$ cat config.mk
export PLATFORM = sky130hd
export DESIGN_NAME = toy_alu_seq
export DESIGN_NICKNAME = d
export VERILOG_FILES = /design/src/rtl/toy_alu_pkg.sv /design/src/rtl/toy_alu_seq_ae_le_vec.sv /design/src/rtl/toy_alu_seq.sv
export SDC_FILE = /design/constraint.sdc
export NUM_CORES = 1
export LEC_CHECK = 0
export CAP_MARGIN = 20
export CORE_MARGIN = 2
export CORE_UTILIZATION = 30
export DETAILED_ROUTE_END_ITERATION = 8
export HOLD_SLACK_MARGIN = 0.06
export SLEW_MARGIN = 10
export SYNTH_ARGS = -nofsm -noshare
export SYNTH_HDL_FRONTEND = slang
export SYNTH_SLANG_ARGS = --single-unit
$ cat constraint.sdc
create_clock -name clk -period 3.6 [get_ports clk]
set_clock_uncertainty 0.15 [all_clocks]
set_input_delay 0.36 -clock clk [delete_from_list [all_inputs] [get_ports clk]]
set_output_delay 0.36 -clock clk [all_outputs]
set_load 0.03 [all_outputs]
$ cat src/rtl/toy_alu_pkg.sv
// Shared definitions for the ToyProcessor sequential ALU.
// - op field bit positions: op = {MUL, M, S1, S0}
// - full 4-bit opcode values for every supported operation
// - FSM state encoding used by toy_alu_seq
package toy_alu_pkg;

  localparam int OP_MUL_BIT = 3;
  localparam int OP_M_BIT   = 2;
  localparam int OP_S1_BIT  = 1;
  localparam int OP_S0_BIT  = 0;

  localparam logic [3:0] OP_AND = 4'b0000;
  localparam logic [3:0] OP_OR  = 4'b0001;
  localparam logic [3:0] OP_XOR = 4'b0010;
  localparam logic [3:0] OP_NOT = 4'b0011;
  localparam logic [3:0] OP_INC = 4'b0100;
  localparam logic [3:0] OP_ADD = 4'b0101;
  localparam logic [3:0] OP_SUB = 4'b0110;
  localparam logic [3:0] OP_DEC = 4'b0111;
  localparam logic [3:0] OP_MUL = 4'b1000;

  typedef enum logic [1:0] {
    ST_IDLE = 2'd0,
    ST_MUL  = 2'd1,
    ST_HOLD = 2'd2
  } state_t;

endpackage

$ cat src/rtl/toy_alu_seq_ae_le_vec.sv
// Combinational arithmetic/logic extender (vector form of the old 1-bit slice).
// Ports:
//   a, b   in  WIDTH  operands
//   m      in  1      1 = arithmetic, 0 = logic
//   s1,s0  in  1      operation select
//   y      out WIDTH  extended B fed to the adder (arith only, else 0)
//   c0     out 1      adder carry-in (arith only, else 0)
//   lres   out WIDTH  logic result (logic only, else 0)
module ae_le_vec #(
  parameter int WIDTH = 8
) (
  input  logic [WIDTH-1:0] a,
  input  logic [WIDTH-1:0] b,
  input  logic             m,
  input  logic             s1,
  input  logic             s0,
  output logic [WIDTH-1:0] y,
  output logic             c0,
  output logic [WIDTH-1:0] lres
);
  import toy_alu_pkg::*;

  always_comb begin
    y    = '0;
    c0   = 1'b0;
    lres = '0;
    case ({m, s1, s0})
      OP_INC[2:0]: c0 = 1'b1;
      OP_ADD[2:0]: y = b;
      OP_SUB[2:0]: begin
        y  = ~b;
        c0 = 1'b1;
      end
      OP_DEC[2:0]: y = '1;
      OP_AND[2:0]: lres = a & b;
      OP_OR[2:0]:  lres = a | b;
      OP_XOR[2:0]: lres = a ^ b;
      OP_NOT[2:0]: lres = ~a;
      default: ;
    endcase
  end

endmodule

$ cat src/rtl/toy_alu_seq.sv
// WIDTH-bit sequential ALU with registered result/flags and an iterative
// shift-add multiplier (WIDTH cycles). valid/ready handshake on both sides.
// Ports:
//   clk, rst              clock, synchronous active-high reset
//   in_valid/in_ready     request handshake (in_ready = state IDLE)
//   a, b, op              operands and opcode {MUL,M,S1,S0}
//   out_valid/out_ready   result handshake, result held until taken
//   result, result_hi     result (low/high halves of product for MUL)
//   flag_c/z/n/v          carry, zero, negative, signed overflow
module toy_alu_seq #(
  parameter int WIDTH = 8,
  parameter int CNT_W = $clog2(WIDTH + 1)
) (
  input  logic             clk,
  input  logic             rst,
  input  logic             in_valid,
  output logic             in_ready,
  input  logic [WIDTH-1:0] a,
  input  logic [WIDTH-1:0] b,
  input  logic [3:0]       op,
  output logic             out_valid,
  input  logic             out_ready,
  output logic [WIDTH-1:0] result,
  output logic [WIDTH-1:0] result_hi,
  output logic             flag_c,
  output logic             flag_z,
  output logic             flag_n,
  output logic             flag_v
);
  import toy_alu_pkg::*;

  state_t state, state_nxt;

  logic [WIDTH-1:0] y;
  logic [WIDTH-1:0] lres;
  logic             c0;
  logic [WIDTH:0]   sum;
  logic             c_into_msb;
  logic [WIDTH-1:0] alu_res;

  logic [WIDTH-1:0]   mcand;
  logic [WIDTH-1:0]   mplier;
  logic [2*WIDTH-1:0] product;
  logic [2*WIDTH-1:0] prod_step;
  logic [WIDTH:0]     partial;
  logic [CNT_W-1:0]   cnt;
  logic               last_step;

  ae_le_vec #(.WIDTH(WIDTH)) u_ext (
    .a   (a),
    .b   (b),
    .m   (op[OP_M_BIT]),
    .s1  (op[OP_S1_BIT]),
    .s0  (op[OP_S0_BIT]),
    .y   (y),
    .c0  (c0),
    .lres(lres)
  );

  always_comb begin
    sum        = {1'b0, a} + {1'b0, y} + {{WIDTH{1'b0}}, c0};
    // carry into the MSB recovered from the sum bit: s = a ^ y ^ cin
    c_into_msb = a[WIDTH-1] ^ y[WIDTH-1] ^ sum[WIDTH-1];
    alu_res    = op[OP_M_BIT] ? sum[WIDTH-1:0] : lres;
  end

  // Right-shifting shift-add: the upper half accumulates, each step shifts the
  // finished low bit into the lower half, so after WIDTH steps product = A*B.
  always_comb begin
    partial   = {1'b0, product[2*WIDTH-1:WIDTH]} + {1'b0, (mplier[0] ? mcand : '0)};
    prod_step = {partial, product[WIDTH-1:1]};
    last_step = (cnt == CNT_W'(WIDTH - 1));
  end

  always_ff @(posedge clk) begin
    if (rst) state <= ST_IDLE;
    else     state <= state_nxt;
  end

  always_comb begin
    state_nxt = state;
    case (state)
      ST_IDLE: if (in_valid) state_nxt = op[OP_MUL_BIT] ? ST_MUL : ST_HOLD;
      ST_MUL:  if (last_step) state_nxt = ST_HOLD;
      ST_HOLD: if (out_ready) state_nxt = ST_IDLE;
      default: state_nxt = ST_IDLE;
    endcase
  end

  assign in_ready = (state == ST_IDLE);

  always_ff @(posedge clk) begin
    if (rst) begin
      out_valid <= 1'b0;
      result    <= '0;
      result_hi <= '0;
      flag_c    <= 1'b0;
      flag_z    <= 1'b0;
      flag_n    <= 1'b0;
      flag_v    <= 1'b0;
      mcand     <= '0;
      mplier    <= '0;
      product   <= '0;
      cnt       <= '0;
    end else begin
      case (state)
        ST_IDLE: begin
          if (in_valid) begin
            if (op[OP_MUL_BIT]) begin
              mcand   <= a;
              mplier  <= b;
              product <= '0;
              cnt     <= '0;
            end else begin
              result    <= alu_res;
              result_hi <= '0;
              flag_c    <= op[OP_M_BIT] & sum[WIDTH];
              flag_v    <= op[OP_M_BIT] & (c_into_msb ^ sum[WIDTH]);
              flag_z    <= (alu_res == '0);
              flag_n    <= alu_res[WIDTH-1];
              out_valid <= 1'b1;
            end
          end
        end
        ST_MUL: begin
          product <= prod_step;
          mplier  <= mplier >> 1;
          cnt     <= cnt + 1'b1;
          if (last_step) begin
            result    <= prod_step[WIDTH-1:0];
            result_hi <= prod_step[2*WIDTH-1:WIDTH];
            flag_c    <= 1'b0;
            flag_v    <= 1'b0;
            flag_z    <= (prod_step == '0);
            flag_n    <= prod_step[2*WIDTH-1];
            out_valid <= 1'b1;
          end
        end
        ST_HOLD: if (out_ready) out_valid <= 1'b0;
        default: ;
      endcase
    end
  end

endmodule

==> impl_results.md <==
- Number of max-slew violations in the final report: 0
- Effective utilization at floorplan: 0.307
- Fraction of layout cells with a size suffix above 1: 0.0853
- Non-Filler Cell Area, Final: 0.00464 mm2
- Mean number of vias per cell: 4.98
- Die Footprint: 0.0133 mm2
- Root Driver: sky130_fd_sc_hd__clkbuf_16
- Ordered cell list for the critical path: clkdlybuf4s50_1 -> mux2_2 -> nand2_1 -> inv_1 -> ha_1 -> a211oi_1 -> buf_4 -> o21ai_0 -> a31oi_1 -> xnor2_1 -> a211oi_1 -> or3_1 -> a21oi_1
- Switching power: 0.542 mW
- Number of primary I/O pins: 46
- Max rail drop VDD: 244 uV
- Mean cell area of the mapped netlist: 8.12 um2
- Biggest area consumer among synthesized cells: sky130_fd_sc_hd__dfxtp_1
- Via total after detailed routing: 3,347
- Crit path top cell by count: sky130_fd_sc_hd__a211oi_1
- Final hold violations: 0
- Total of cells resized after clock tree synthesis: 0
- Count of port buffers added during placement: 45
- Post-synthesis async set-or-reset flop share: 0
- Fin nets: 558
- Unrepaired setup endpoints after global routing: no
- Standby leakage power: 1.92 nW
- Period Utilization, post-route: 0.883
- Sort of element at the start of the critical path: primary input
- Most area-consuming cells after synthesis: sky130_fd_sc_hd__dfxtp_1 (31%), sky130_fd_sc_hd__ha_1 (11%), sky130_fd_sc_hd__nand2_1 (5.8%)
- Number of hold buffers added after CTS: 0
- Min Tclk post-route: 3180 ps
- Remaining number of nets flagged by the antenna check after routing: 0
- Via count of the first global-routing pass: 3,235
- Maximum number of pins on one net before global-route repair: 60
- Endpoint required time on the critical path: 3710 ps
- Total Routed Length: 10.0 mm
- Critical Path Sink Type: register
- Internal Power: 1.37 mW
- # rows: 40
- Synth Flop Type: sky130_fd_sc_hd__dfxtp_1
- Filler Cell Count: 1,237
- Global route total overflow: 0
- Maximum buffer depth of the clock tree: 2
- Slew of the pin with the lowest slew margin: 922 ps
- Number of buffer and inverter stages on the critical path: 3
- Biggest fanout along the worst timing path: 4
- Relative area change from synthesis to final layout: 25.1%
- Global-route usage over all layers: 0.158
- Achievable Freq: 315 MHz
- Number of distinct library cells after synthesis: 49
- Slowest stage cell on the critical path: sky130_fd_sc_hd__clkdlybuf4s50_1
- Fraction of power consumed by sequential logic: 0.359
- TritonCTS clock tree: done
- Outcome: finished clean
- Drc violations: 0
- Max-Cap Viols: 0
- Drt first-iter violations: 196
- Signal arrival time at the worst endpoint: 3290 ps
- Share of total power in the clock network: 0.456
- Die Span Y: 115 um
- Instance count of the mapped netlist: 457
- Clock latency on the worst-skew pair: 330 ps
- Total placed instance area: 0.00434 mm2
- Number of buffers created by CTS: 9
- Wire length of the first global-routing pass: 16.4 mm
- Switching part of the total power: 0.283
- Antenna diode count: 0
- Worst min-delay path category: register to register
- Clock Sink Count: 58
- Routability congestion estimate from global placement: 0.880
- Number of setup violations in the final report: 0
- Routed wire per std cell: 14.9 um
- Slowest cell delay on critical path: 580 ps
- Width of the chip: 115 um
- Yosys Warn Count: 0
- Register clock-pin slew on the reported worst setup and hold paths: 60 ps
- Combinational share of power: 0.186
- Type of the setup path with the least slack: primary input to register
- Antenna violations before repair: 0
- Post-synthesis sequential area ratio: 0.313
- Aggregate negative setup slack: 0 ps
- Remaining max-slew budget at the tightest pin: 0.385
- Flops & latches, synth: 58
- Number of post-CTS setup repair buffers: 0
- Area inside the core boundary: 0.0121 mm2
- Pwr per Cell Area: 412 mW/mm2
- Post-synth EDFFs: 0
- Iteration count of the initial detailed-routing pass: 5
- Net count of the mapped netlist: 516
- Family of cells with the greatest summed delay on the critical path: compound AO/OA/AOI/OAI gates
- Post-synthesis instance area: 0.00371 mm2
- H-tree Lvls: 3
- Area fraction of the dominant cell type after synthesis: 0.313
- Detail Placement HPWL: 7.46 mm
[cell families after synthesis]
| logic type | after synthesis | share of synthesized area |
|---|---|---|
| and+or+nand+nor | 165 | 0.204 |
| AOI/OAI and AO/OA | 116 | 0.212 |
| DFF | 58 | 0.313 |
| buffers and inverters | 53 | 0.0621 |
| adders and majority gates | 35 | 0.124 |
| muxes | 19 | 0.0584 |
| xor gates and xnor gates | 11 | 0.0260 |
[stage by stage]
step / worst slack (ps) / hold slack (ps) / power, mW / utilization / cells
final: 421 / 300 / 1.91 / 0.385 / 672
after global routing: 227 / 318 / 1.99 / 0.385 / 672
after CTS: 437 / 300 / 1.92 / 0.385 / 672
after detailed placement: 99.3 / 293 / 1.05 / 0.359 / 656
after global placement: 164 / 290 / 1.04 / 0.359 / 656
after floorplan: 498 / 282 / 0.929 / - / 457
[per-layer routing]
metal	GRT usage	up-vias	share of wire
li1	-	1691	-
met1	0.199	1577	0.46
met2	0.268	68	0.49
met3	0.0332	11	0.041
met4	0.0498	0	0.013
met5	0	-	0
[power by group through the flow]
stage	Clock (mW)	Sequential, mW	Combinational [mW]
after global placement	0	0.698	0.346
after CTS	0.883	0.685	0.355
final	0.871	0.686	0.355
after floorplan	0	0.710	0.220
after detailed placement	0	0.699	0.354
after global routing	0.911	0.688	0.394
[cell usage after synthesis, types with 2 or more instances]
cell and number:
sky130_fd_sc_hd__a22oi_1 21, sky130_fd_sc_hd__xnor2_1 8, sky130_fd_sc_hd__o21bai_1 4, sky130_fd_sc_hd__nand4b_1 2, sky130_fd_sc_hd__nand2_1 57, sky130_fd_sc_hd__nor2b_1 13, sky130_fd_sc_hd__mux4_2 2, sky130_fd_sc_hd__and3_1 3
sky130_fd_sc_hd__a21oi_1 35, sky130_fd_sc_hd__a21o_2 2, sky130_fd_sc_hd__nor3_1 6, sky130_fd_sc_hd__fa_1 3, sky130_fd_sc_hd__clkbuf_1 23, sky130_fd_sc_hd__a31oi_1 3, sky130_fd_sc_hd__o32a_1 2, sky130_fd_sc_hd__o31a_1 3
sky130_fd_sc_hd__nor2_1 56, sky130_fd_sc_hd__nor4_1 2, sky130_fd_sc_hd__mux2i_1 16, sky130_fd_sc_hd__a211oi_1 13, sky130_fd_sc_hd__and2_1 8, sky130_fd_sc_hd__a311oi_1 8, sky130_fd_sc_hd__buf_1 2, sky130_fd_sc_hd__a21oi_2 2
sky130_fd_sc_hd__nand3b_1 5, sky130_fd_sc_hd__or4_1 2, sky130_fd_sc_hd__o21ai_0 10, sky130_fd_sc_hd__or2_2 2, sky130_fd_sc_hd__inv_1 24, sky130_fd_sc_hd__buf_2 2, sky130_fd_sc_hd__ha_1 32, sky130_fd_sc_hd__xor2_1 3
sky130_fd_sc_hd__nand4_1 5, sky130_fd_sc_hd__a21o_1 6, sky130_fd_sc_hd__dfxtp_1 58
[area by class of cell]
type,count,area [um2],area share
clock buffers,10,239,0.0515
clock inverters,6,66.3,0.0143
inverters,25,93.8,0.0202
multi-input cells,346,2320,0.500
flip-flops and latches,58,1160,0.250
well taps,168,210,0.0453
repair buffers,59,551,0.119
[worst register-to-register path, cell delays in order, from the launching register on]
cell                       delay [ps]
sky130_fd_sc_hd__dfxtp_1          380
sky130_fd_sc_hd__and2_1           180
sky130_fd_sc_hd__ha_1             200
sky130_fd_sc_hd__fa_1             430
sky130_fd_sc_hd__a21o_1           200
sky130_fd_sc_hd__a21oi_2          150
sky130_fd_sc_hd__xnor2_1          150
sky130_fd_sc_hd__nand4b_1         190
sky130_fd_sc_hd__or4_1            400
sky130_fd_sc_hd__or4_1            510
sky130_fd_sc_hd__o211ai_2         110
[state kept, by name, indices dropped and copies added (netlist names)]
name	flops
mplier	8
result	8
flag_n	1
mcand	8
flag_c	1
out_valid	1
product	15
cnt	4
flag_z	1
state	2
result_hi	8
flag_v	1
[cell usage in the layout (no fill, tap or decap), drive strengths merged, types with 13 or more instances in the layout]
| cell | netlist | layout |
|---|---|---|
| nor2b | 13 | 13 |
| buf | 4 | 15 |
| nor2 | 56 | 56 |
| ha | 32 | 32 |
| mux2i | 16 | 16 |
| inv | 24 | 24 |
| dfxtp | 58 | 58 |
| a22oi | 21 | 21 |
| clkdlybuf4s50 | 0 | 44 |
| a21oi | 37 | 37 |
| a211oi | 13 | 13 |
| nand2 | 57 | 57 |
[final timing paths]
kind	cells after the start	slack, ps	to	start
hold reg to reg	2	300	mcand[2]$_SDFFE_PP0P_	mcand[2]$_SDFFE_PP0P_
setup / recovery	13	420	result[7]$_SDFFE_PP0P_	b[1]
setup reg to reg	10	500	flag_z$_SDFFE_PP0P_	mplier[0]$_SDFFE_PP0P_
hold / removal	2	300	mcand[2]$_SDFFE_PP0P_	mcand[2]$_SDFFE_PP0P_
Power figures use the tool's default switching activity.
